[src/rtl/vx_writeback_arb_if.sv]
// Writeback arbiter bus: per-unit result beats in, one registered writeback beat out.
// The arbiter binds the slave modport; the execute units / bench bind the master modport.
interface vx_writeback_arb_if #(
  parameter int NUM_UNITS     = 4,
  parameter int DATAW         = 218,
  parameter int PERF_CTR_BITS = 44
);
  logic [NUM_UNITS-1:0]       in_valid;
  logic [NUM_UNITS-1:0]       in_ready;
  logic [NUM_UNITS*DATAW-1:0] in_data;
  logic                       wb_valid;
  logic [DATAW-1:0]           wb_data;
  logic [PERF_CTR_BITS-1:0]   perf_stalls;
  logic                       dbg_locked;

  modport master (
    output in_valid, in_data,
    input  in_ready, wb_valid, wb_data, perf_stalls, dbg_locked
  );

  modport slave (
    input  in_valid, in_data,
    output in_ready, wb_valid, wb_data, perf_stalls, dbg_locked
  );
endinterface

[src/rtl/vx_writeback_arb.sv]
// Round-robin writeback arbiter: grants one execute unit per cycle, keeps the grant
// for the whole sop..eop packet and registers the chosen beat onto the writeback bus.
module vx_writeback_arb #(
  parameter int NUM_UNITS     = 4,
  parameter int NUM_THREADS   = 4,
  parameter int XLEN          = 32,
  parameter int NW_BITS       = 2,
  parameter int NR_BITS       = 6,
  parameter int UUID_WIDTH    = 44,
  parameter int PERF_CTR_BITS = 44
) (
  input logic clk,
  input logic reset,
  vx_writeback_arb_if.slave bus
);
  // Handshake: a unit presents in_valid with stable in_data until it sees in_ready;
  // a beat transfers in the cycle where both are high. The sink never stalls.
  localparam int DATAW = UUID_WIDTH + NW_BITS + NUM_THREADS + XLEN + NR_BITS
                       + NUM_THREADS * XLEN + 2;
  localparam int UIDX  = (NUM_UNITS > 1) ? $clog2(NUM_UNITS) : 1;

  typedef enum logic {
    ST_IDLE   = 1'b0,
    ST_LOCKED = 1'b1
  } state_t;

  state_t                   state;
  state_t                   state_n;
  logic [UIDX-1:0]          rr_ptr;
  logic [UIDX-1:0]          lock_idx;
  logic [NUM_UNITS-1:0]     grant;
  logic [UIDX-1:0]          gidx;
  logic                     fire;
  logic [DATAW-1:0]         sel_data;
  logic                     sel_eop;
  logic                     stall;
  logic                     wb_valid_q;
  logic [DATAW-1:0]         wb_data_q;
  logic [PERF_CTR_BITS-1:0] perf_q;

  always_comb begin
    int  idx;
    logic found;
    grant = '0;
    gidx  = '0;
    idx   = 0;
    found = 1'b0;
    if (!reset) begin
      if (state == ST_LOCKED) begin
        // Mid-packet: only the owning unit may proceed, otherwise a bubble.
        if (bus.in_valid[lock_idx]) begin
          grant[lock_idx] = 1'b1;
          gidx            = lock_idx;
        end
      end else begin
        for (int i = 0; i < NUM_UNITS; i++) begin
          idx = (int'(rr_ptr) + i) % NUM_UNITS;
          if (!found && bus.in_valid[UIDX'(idx)]) begin
            found             = 1'b1;
            grant[UIDX'(idx)] = 1'b1;
            gidx              = UIDX'(idx);
          end
        end
      end
    end
  end

  assign fire     = |grant;
  assign sel_data = bus.in_data[gidx*DATAW +: DATAW];
  assign sel_eop  = sel_data[0];
  assign stall    = |(bus.in_valid & ~grant);

  always_comb begin
    state_n = state;
    if (fire) begin
      state_n = sel_eop ? ST_IDLE : ST_LOCKED;
    end
  end

  always_ff @(posedge clk) begin
    if (reset) begin
      state      <= ST_IDLE;
      rr_ptr     <= '0;
      lock_idx   <= '0;
      wb_valid_q <= 1'b0;
      wb_data_q  <= '0;
      perf_q     <= '0;
    end else begin
      state      <= state_n;
      wb_valid_q <= fire;
      perf_q     <= perf_q + PERF_CTR_BITS'(stall);
      if (fire) begin
        wb_data_q <= sel_data;
        if (sel_eop) begin
          rr_ptr <= (gidx == UIDX'(NUM_UNITS - 1)) ? '0 : gidx + 1'b1;
        end else begin
          lock_idx <= gidx;
        end
      end
    end
  end

  assign bus.in_ready    = grant;
  assign bus.wb_valid    = wb_valid_q;
  assign bus.wb_data     = wb_data_q;
  assign bus.perf_stalls = perf_q;
  assign bus.dbg_locked  = (state == ST_LOCKED);
endmodule
[src/flat_wrapper.sv]
// flat-port wrapper written by rule: the top's interface ports become plain ports
module vx_writeback_arb_flat 
#(
  parameter int NUM_UNITS     = 4,
  parameter int NUM_THREADS   = 4,
  parameter int XLEN          = 32,
  parameter int NW_BITS       = 2,
  parameter int NR_BITS       = 6,
  parameter int UUID_WIDTH    = 44,
  parameter int PERF_CTR_BITS = 44
)
  (clk, reset, bus_in_valid, bus_in_data, bus_in_ready, bus_wb_valid, bus_wb_data, bus_perf_stalls, bus_dbg_locked);
  vx_writeback_arb_if #(.NUM_UNITS(NUM_UNITS), .PERF_CTR_BITS(PERF_CTR_BITS)) bus_i ();
  input logic clk;
  input logic reset;
  input wire logic [$bits(bus_i.in_valid)-1:0] bus_in_valid;
  input wire logic [$bits(bus_i.in_data)-1:0] bus_in_data;
  output wire logic [$bits(bus_i.in_ready)-1:0] bus_in_ready;
  output wire logic [$bits(bus_i.wb_valid)-1:0] bus_wb_valid;
  output wire logic [$bits(bus_i.wb_data)-1:0] bus_wb_data;
  output wire logic [$bits(bus_i.perf_stalls)-1:0] bus_perf_stalls;
  output wire logic [$bits(bus_i.dbg_locked)-1:0] bus_dbg_locked;
  assign bus_i.in_valid = bus_in_valid;
  assign bus_i.in_data = bus_in_data;
  assign bus_in_ready = bus_i.in_ready;
  assign bus_wb_valid = bus_i.wb_valid;
  assign bus_wb_data = bus_i.wb_data;
  assign bus_perf_stalls = bus_i.perf_stalls;
  assign bus_dbg_locked = bus_i.dbg_locked;
  vx_writeback_arb #(.NUM_UNITS(NUM_UNITS), .NUM_THREADS(NUM_THREADS), .XLEN(XLEN), .NW_BITS(NW_BITS), .NR_BITS(NR_BITS), .UUID_WIDTH(UUID_WIDTH), .PERF_CTR_BITS(PERF_CTR_BITS)) u_core (.clk(clk), .reset(reset), .bus(bus_i));
endmodule
[config.mk]
export PLATFORM = sky130hd
export DESIGN_NAME = vx_writeback_arb_flat
export DESIGN_NICKNAME = d
export VERILOG_FILES = /design/src/rtl/vx_writeback_arb_if.sv /design/src/rtl/vx_writeback_arb.sv /design/src/flat_wrapper.sv
export SDC_FILE = /design/constraint.sdc
export NUM_CORES = 1
export LEC_CHECK = 0
export BUFFER_PORTS_ARGS = -buffer_cell sky130_fd_sc_hd__buf_2
export CELL_PAD_IN_SITES_DETAIL_PLACEMENT = 1
export CELL_PAD_IN_SITES_GLOBAL_PLACEMENT = 1
export CORE_AREA = 2 2 451 453
export DETAILED_ROUTE_END_ITERATION = 12
export DIE_AREA = 0 0 453 455
export PLACE_DENSITY = 0.33
export SYNTH_ARGS = -nofsm -noshare
export SYNTH_HDL_FRONTEND = slang
export SYNTH_SLANG_ARGS = --single-unit
[constraint.sdc]
create_clock -name clk -period 9.5 [get_ports clk]
set_clock_uncertainty 0.2 [all_clocks]
set_input_delay 0.475 -clock clk [delete_from_list [all_inputs] [get_ports clk]]
set_output_delay 0.475 -clock clk [all_outputs]
set_load 0.02 [all_outputs]
-- Yosys cells after proc, flatten, opt, wreduce, memory -nomap -nowiden
Cells that the tools add are included.
W data, S select, Z words.
- bitwise gates (word level): 6
- add/sub/neg operators: 5
- reduce and logical (&&, ||, !) cells: 15
- multiplexer cells: 55
- div/mod/pow operators: 0
- shift operators: 1
- equal/unequal tests: 1
- order comparisons: 10
- $mul: 1
- operators with widths (operator ; number):
    $shiftx A872 B11 Y218 ; 1
    $mux W4 ; 13
    $add A44 B1 Y44 ; 1
    $mux W1 ; 24
    $lt A2 B4 Y1 const B ; 4
    $mux W2 ; 8
    $or A4 B4 Y4 ; 3
    $bmux W1 S2 ; 5
    $demux W1 S2 ; 5
    $ge A2 B1 Y1 const B ; 5
    $mul A2 B7 Y9 const B ; 1
    $logic_and A1 B1 Y1 ; 8
    $reduce_or A4 Y1 ; 2
    $add A2 B1 Y2 const B ; 2
    $add A2 B2 Y2 const B ; 2
    $and A4 B4 Y4 ; 1
    $not A4 Y4 ; 1
    $reduce_and A2 Y1 ; 2
    $logic_not A1 Y1 ; 3
    $lt A2 B3 Y1 const B ; 1
    $eq A2 B2 Y1 const B ; 1
    $not A1 Y1 ; 1
- logic and storage cells: 100
- ROM bits: 0
- memories kept: 0
- bits in latches: 0
- memory bits (writable): 0
- bits in registers: 268
- bits of input ports: 878

-- Longest topological paths before layout
- depth in word-level cells: 25
- depth in mapped cells: 21

-- Worst setup path before layout
Ideal clock, no wire load.
- path kind: register to register
- start point: reg u_core.rr_ptr[1]
- end point: reg u_core.perf_q[39], in the netlist u_core.bus.perf_stalls[39]
- arrival time: 4.538 ns
- cell stages (with the launch flop): 22
- period minus slack after synthesis: 4.865 ns
- setup slack: 4.635 ns
- path buffers: 3
- required time: 9.172 ns
- cells stage by stage: dfxtp_1 -> clkbuf_1 -> inv_1 -> ha_1 -> buf_2 -> mux2i_1 -> mux2_2 -> nor2_1 -> a221oi_1 -> a221oi_1 -> inv_1 -> a222oi_1 -> o21ai_0 -> ha_1 -> and3_1 -> and3_1 -> clkbuf_1 -> nand4_1 -> nor3_1 -> nand4_1 -> xor2_1 -> nor2_1
- cells in the longest elaborated chain, start to end: 25
- elaborated cells between the ends (all ways): 69
- classes of those cells: add/sub (4); order compare (8); mux (41); bitwise (5); reduce/logical (11)
- ends and longest elaborated chain (what ; RTL line ; RTL):
    from (decl) ; vx_writeback_arb.sv:29 ; logic [UIDX-1:0] rr_ptr;
    from (signal assigned) ; vx_writeback_arb.sv:95 ; rr_ptr <= (gidx == UIDX'(NUM_UNITS - 1)) ? '0 : gidx + 1'b1;
    branches (longest 18 deep; another with $lt A2 B4 Y1) ; - ;
    $mux W4 * ; vx_writeback_arb.sv:58 ; if (!found && bus.in_valid[UIDX'(idx)]) begin
    $mux W4 * ; vx_writeback_arb.sv:49 ; if (state == ST_LOCKED) begin
    $mux W4 * ; vx_writeback_arb.sv:48 ; if (!reset) begin
    net bus_in_ready[0] ; flat_wrapper.sv:18 ; output wire logic [$bits(bus_i.in_ready)-1:0] bus_in_ready;
    $not A4 Y4 * ; vx_writeback_arb.sv:71 ; assign stall = |(bus.in_valid & ~grant);
    $and A4 B4 Y4 * ; vx_writeback_arb.sv:71 ;
    $reduce_or A4 Y1 * ; vx_writeback_arb.sv:71 ;
    $add A44 B1 Y44 * ; vx_writeback_arb.sv:91 ; perf_q <= perf_q + PERF_CTR_BITS'(stall);
    to (signal assigned) ; vx_writeback_arb.sv:91 ;
    to (decl) ; vx_writeback_arb.sv:39 ; logic [PERF_CTR_BITS-1:0] perf_q;
Mark *: on every way through the listed nets, which the timed path passes. The select of a mux whose other input is x is not followed.
A chain may end at the register's enable or synchronous reset.

-- Worst setup path after layout
- start point: reg u_core.rr_ptr[0]
- end point: reg u_core.wb_data_q[188], in the netlist u_core.bus.wb_data[188]
- cells in the longest elaborated chain, start to end: 23
- elaborated cells between the ends (all ways): 74
- classes of those cells: add/sub (3); mul (1); order compare (8); shift (1); mux (47); bitwise (3); reduce/logical (11)
- ends and longest elaborated chain (what ; RTL line ; RTL):
    $bmux W1 S2 ; vx_writeback_arb.sv:58 ;
    $mux W1 (implied by the code) (2 in series) ; vx_writeback_arb.sv:58 ;
    $mux W1 ; vx_writeback_arb.sv:58 ;
    $mux W1 ; vx_writeback_arb.sv:49 ;
    $mux W1 ; vx_writeback_arb.sv:48 ;
    $logic_not A1 Y1 ; vx_writeback_arb.sv:58 ;
    $logic_and A1 B1 Y1 ; vx_writeback_arb.sv:58 ;
    $mux W1 ; vx_writeback_arb.sv:58 ;
    [... 6 more ...] ; - ;
    $mux W1 ; vx_writeback_arb.sv:48 ;
    $logic_not A1 Y1 ; vx_writeback_arb.sv:58 ;
    $logic_and A1 B1 Y1 ; vx_writeback_arb.sv:58 ;
    $mux W2 ; vx_writeback_arb.sv:58 ;
    $mux W2 ; vx_writeback_arb.sv:49 ;
    $mux W2 ; vx_writeback_arb.sv:48 ;
    $mul A2 B7 Y9 ; vx_writeback_arb.sv:69 ; assign sel_data = bus.in_data[gidx*DATAW +: DATAW];
    $shiftx A872 B11 Y218 ; vx_writeback_arb.sv:69 ;
    to (signal assigned) ; vx_writeback_arb.sv:93 ; wb_data_q <= sel_data;
    to (decl) ; vx_writeback_arb.sv:38 ; logic [DATAW-1:0] wb_data_q;
Parallel ways exist; a longest one is shown, timed or not. The select of a mux whose other input is x is not followed.

==> results.sh <==
export IMPL_final_seq_area_mm2=0.00537
export IMPL_antenna_found_initial=96
export IMPL_dieArea_mm2=0.206
export IMPL_post_cts_resized=0
export IMPL_fillers=24800
export IMPL_power_density_mw_per_mm2=317
export IMPL_slew_violations=0
export IMPL_grt_first_pass_wirelength_um=220000
export IMPL_ys_seq_area_share_pct=32.0
export IMPL_drive_above_1_share_pct=29.5
export IMPL_num_rows=165
export IMPL_avgSynthCellArea_um2=6.10
export IMPL_synth_edf_count=0
export IMPL_hold_path_class="in2reg"
export IMPL_cts_buffers=45
export IMPL_dp_hpwl_um=131000
export IMPL_h_tree_depth=2
export IMPL_totalWireLength_um=166000
export IMPL_io_buffers=1145
export IMPL_drtPass1Iterations=5
export IMPL_reg2regPathDepth=14
export IMPL_die_w_um=453
export IMPL_worstSetupEndpointType="flop"
export IMPL_synth_ff_type="dfxtp_1"
export IMPL_syn_area_mm2=0.0168
export IMPL_leakagePower_nw=13.9
export IMPL_ys_seq_elements=268
export IMPL_setup_viol=0
export IMPL_gp_congestion=0.817
export IMPL_syn_num_nets=3635
export IMPL_min_path_cells=5
export IMPL_clk_pin_slew_ns=0.06
export IMPL_multi_input_area_mm2=0.0102
export IMPL_critPathKind="reg2reg"
export IMPL_worstPathMaxFanout=109
export IMPL_ys_types=56
export IMPL_postCtsHoldBufs=490
export IMPL_r2r_start="u_core.rr_ptr[0]$_SDFFE_PP0P_"
export IMPL_async_flop_share_pct=0
export IMPL_core_area_mm2=0.201
export IMPL_ant_nets=0
export IMPL_clock_path_buffers=3
export IMPL_overflow=0
export IMPL_crit_required_ns=9.88
export IMPL_vdd_ir_drop_max_mv=0.199
export IMPL_tns_ns=0
export IMPL_syn_instance_count=2746
export IMPL_die_h_um=455
export IMPL_whs_ns=0.0581
export IMPL_critPathLaunchType="flop"
export IMPL_ios=1146
export IMPL_hold_end="u_core.bus.wb_data[144]$_SDFFE_PP0N_"
export IMPL_syn2layout_area_growth_pct=87.9
export IMPL_worstMarginPinSlew_ns=1.10
export IMPL_drc=0
export IMPL_power_mw=9.98
export IMPL_reg2reg_slack_ns=3.23
export IMPL_routedWlPerCell_um=23.9
export IMPL_hold_viol=0
export IMPL_clock_sinks=268
export IMPL_maxCapViolations=0
export IMPL_period_share_pct=66.0
export IMPL_vias=25400
export IMPL_nets=5104
export IMPL_outcome="finished clean"
export IMPL_post_cts_buffers=0
export IMPL_grt_max_degree=139
export IMPL_cts_tree="built"
export IMPL_rsz0062_at_grt="false"
export IMPL_drt_iter0_drc=1306
export IMPL_cts_root_buffer="clkbuf_16"
export IMPL_hold_start="bus_in_data[144]"
export IMPL_finalCriticalPeriod_ns=6.27
export IMPL_start_util_pct=8.33
export IMPL_crit_arrival_ns=6.65
export IMPL_track_usage_pct=15.4
export IMPL_vias_per_cell=3.65
export IMPL_max_freq_mhz=159
export IMPL_slew_headroom_pct=26.8
export IMPL_rr_endpoint="u_core.bus.wb_data[188]$_SDFFE_PP0N_"
export IMPL_grt_pass1_vias=26400
export IMPL_insertion_delay_ns=0.66
export IMPL_synth_warnings=0
-- worst max-delay path by stage --
stage	from	endpoint	slack (ns)	cells after the start
detailed placement	u_core.rr_ptr[0]$_SDFFE_PP0P_	u_core.bus.perf_stalls[35]$_SDFF_PP0_	3.65	15
CTS	u_core.rr_ptr[0]$_SDFFE_PP0P_	u_core.bus.wb_data[188]$_SDFFE_PP0N_	3.12	14
global placement	u_core.rr_ptr[0]$_SDFFE_PP0P_	u_core.bus.perf_stalls[35]$_SDFF_PP0_	3.74	15
global route	u_core.rr_ptr[0]$_SDFFE_PP0P_	u_core.bus.wb_data[188]$_SDFFE_PP0N_	2.77	14
finish	u_core.rr_ptr[0]$_SDFFE_PP0P_	u_core.bus.wb_data[188]$_SDFFE_PP0N_	3.23	14
floorplan	u_core.rr_ptr[1]$_SDFFE_PP0P_	u_core.bus.perf_stalls[39]$_SDFF_PP0_	4.63	21
-- cells by family after synthesis --
family,share of synthesized area [%]
buffers and inverters,6.86
adders and majority gates,0.821
AOI/OAI and AO/OA,8.55
DFF,32.0
muxes,1.15
and+or+nand+nor,48.7
xor gates and xnor gates,1.93
-- layout make-up --
type                    instances  area share, %
diodes                         32          0.254
flip-flops and latches        268           17.0
clock buffers                  68           4.10
repair buffers               1657           34.6
well taps                    2672           10.6
multi-input cells            2226           32.5
clock inverters                14          0.564
inverters                      17          0.298
-- through the flow --
step	setup WS [ns]	cell area [µm²]	cells	util, %
after floorplan	4.63	16800	2746	-
after global placement	3.74	25000	6350	12.4
after detailed placement	3.65	25000	6350	12.4
after CTS	3.12	31400	6922	15.6
after global routing	2.77	31500	6945	15.6
final	3.23	31500	6954	15.6
-- where the power goes --
group | leakage [nW] | total (mW) | switching [mW] | internal, mW
Clock | 0.719 | 1.77 | 0.746 | 1.02
Combinational | 10.9 | 6.26 | 4.00 | 2.26
Sequential | 2.23 | 1.95 | 0.344 | 1.61
Total | 13.9 | 9.98 | 5.09 | 4.88
-- synth_stat cells, types with 2 or more instances --
| cell type | count | area share, % |
|---|---|---|
| and2_1 | 3 | 0.11 |
| nor3_1 | 7 | 0.21 |
| a31o_1 | 2 | 0.10 |
| or2_2 | 3 | 0.11 |
| xnor2_1 | 10 | 0.52 |
| o21ai_1 | 218 | 6.5 |
| nor2b_1 | 5 | 0.19 |
| mux4_2 | 3 | 0.40 |
| and4_1 | 2 | 0.10 |
| nor3b_1 | 2 | 0.090 |
| mux2i_1 | 8 | 0.48 |
| buf_1 | 10 | 0.22 |
| and3_1 | 9 | 0.34 |
| o21ai_0 | 11 | 0.33 |
| a21o_1 | 3 | 0.13 |
| buf_2 | 19 | 0.57 |
| nand4_1 | 11 | 0.41 |
| dfxtp_1 | 268 | 32 |
| a21oi_1 | 11 | 0.33 |
| nand3b_1 | 2 | 0.090 |
| a22oi_1 | 3 | 0.13 |
| a311oi_1 | 2 | 0.10 |
| a31oi_1 | 2 | 0.075 |
| buf_6 | 24 | 1.6 |
| mux2_2 | 2 | 0.13 |
| xor2_1 | 27 | 1.4 |
| ha_1 | 11 | 0.82 |
| nand2_1 | 1107 | 25 |
| inv_1 | 14 | 0.31 |
| inv_2 | 3 | 0.067 |
| a221oi_1 | 4 | 0.21 |
| nor2_1 | 53 | 1.2 |
| nand3_1 | 673 | 20 |
| or3_1 | 8 | 0.30 |
| mux2_1 | 2 | 0.13 |
| clkbuf_1 | 182 | 4.1 |
| nor4_1 | 2 | 0.075 |
| a211oi_2 | 2 | 0.15 |
-- metal layers --
layer  share of wire [%]  global-route usage [%]  routed length [µm]
met1                  41                    18.2               67900
met4                 2.9                    4.85                4870
met5                0.15                       0                 243
met3                 7.0                    4.52               11700
met2                  49                    26.5               81200
-- layout by cell type (no fill, tap or decap), drive strengths merged, types with 3 or more instances in the layout --
cell         instances
inv                 19
mux2i                8
a21o                 3
clkbuf              68
nand4               11
xor2                27
clkinv               8
ha                  11
mux4                 3
a221oi               4
xnor2               10
dlygate4sd3        490
nand3              673
buf               1167
nor3                 7
and3                 9
or3                  8
mux2                 4
nor2                53
a21oi               11
nand2             1108
nor2b                5
o21ai              229
diode               32
a22oi                3
bufinv               3
or2                  4
nor4                 3
dfxtp              268
and2                 3
-- sequential cells by signal (all words and copies together) (netlist names) --
name,flops
u_core.bus.wb_data,218
u_core.rr_ptr,2
u_core.bus.wb_valid,1
u_core.bus.dbg_locked,1
u_core.bus.perf_stalls,44
u_core.lock_idx,2
-- worst max-delay path, stage by stage, from the launching register on --
cell and delay (ns):
dfxtp_1 0.87, inv_2 0.23, ha_1 0.55, mux4_2 0.45, nor3b_1 0.21, o21ai_0 0.12, nand4_1 0.25, buf_12 0.43
buf_4 0.84, nand2_1 0.25, nand3_1 0.14, dlygate4sd3_1 0.56, nand3_1 0.07, dlygate4sd3_1 0.62, o21ai_1 0.08
Power figures use the tool's default switching activity.
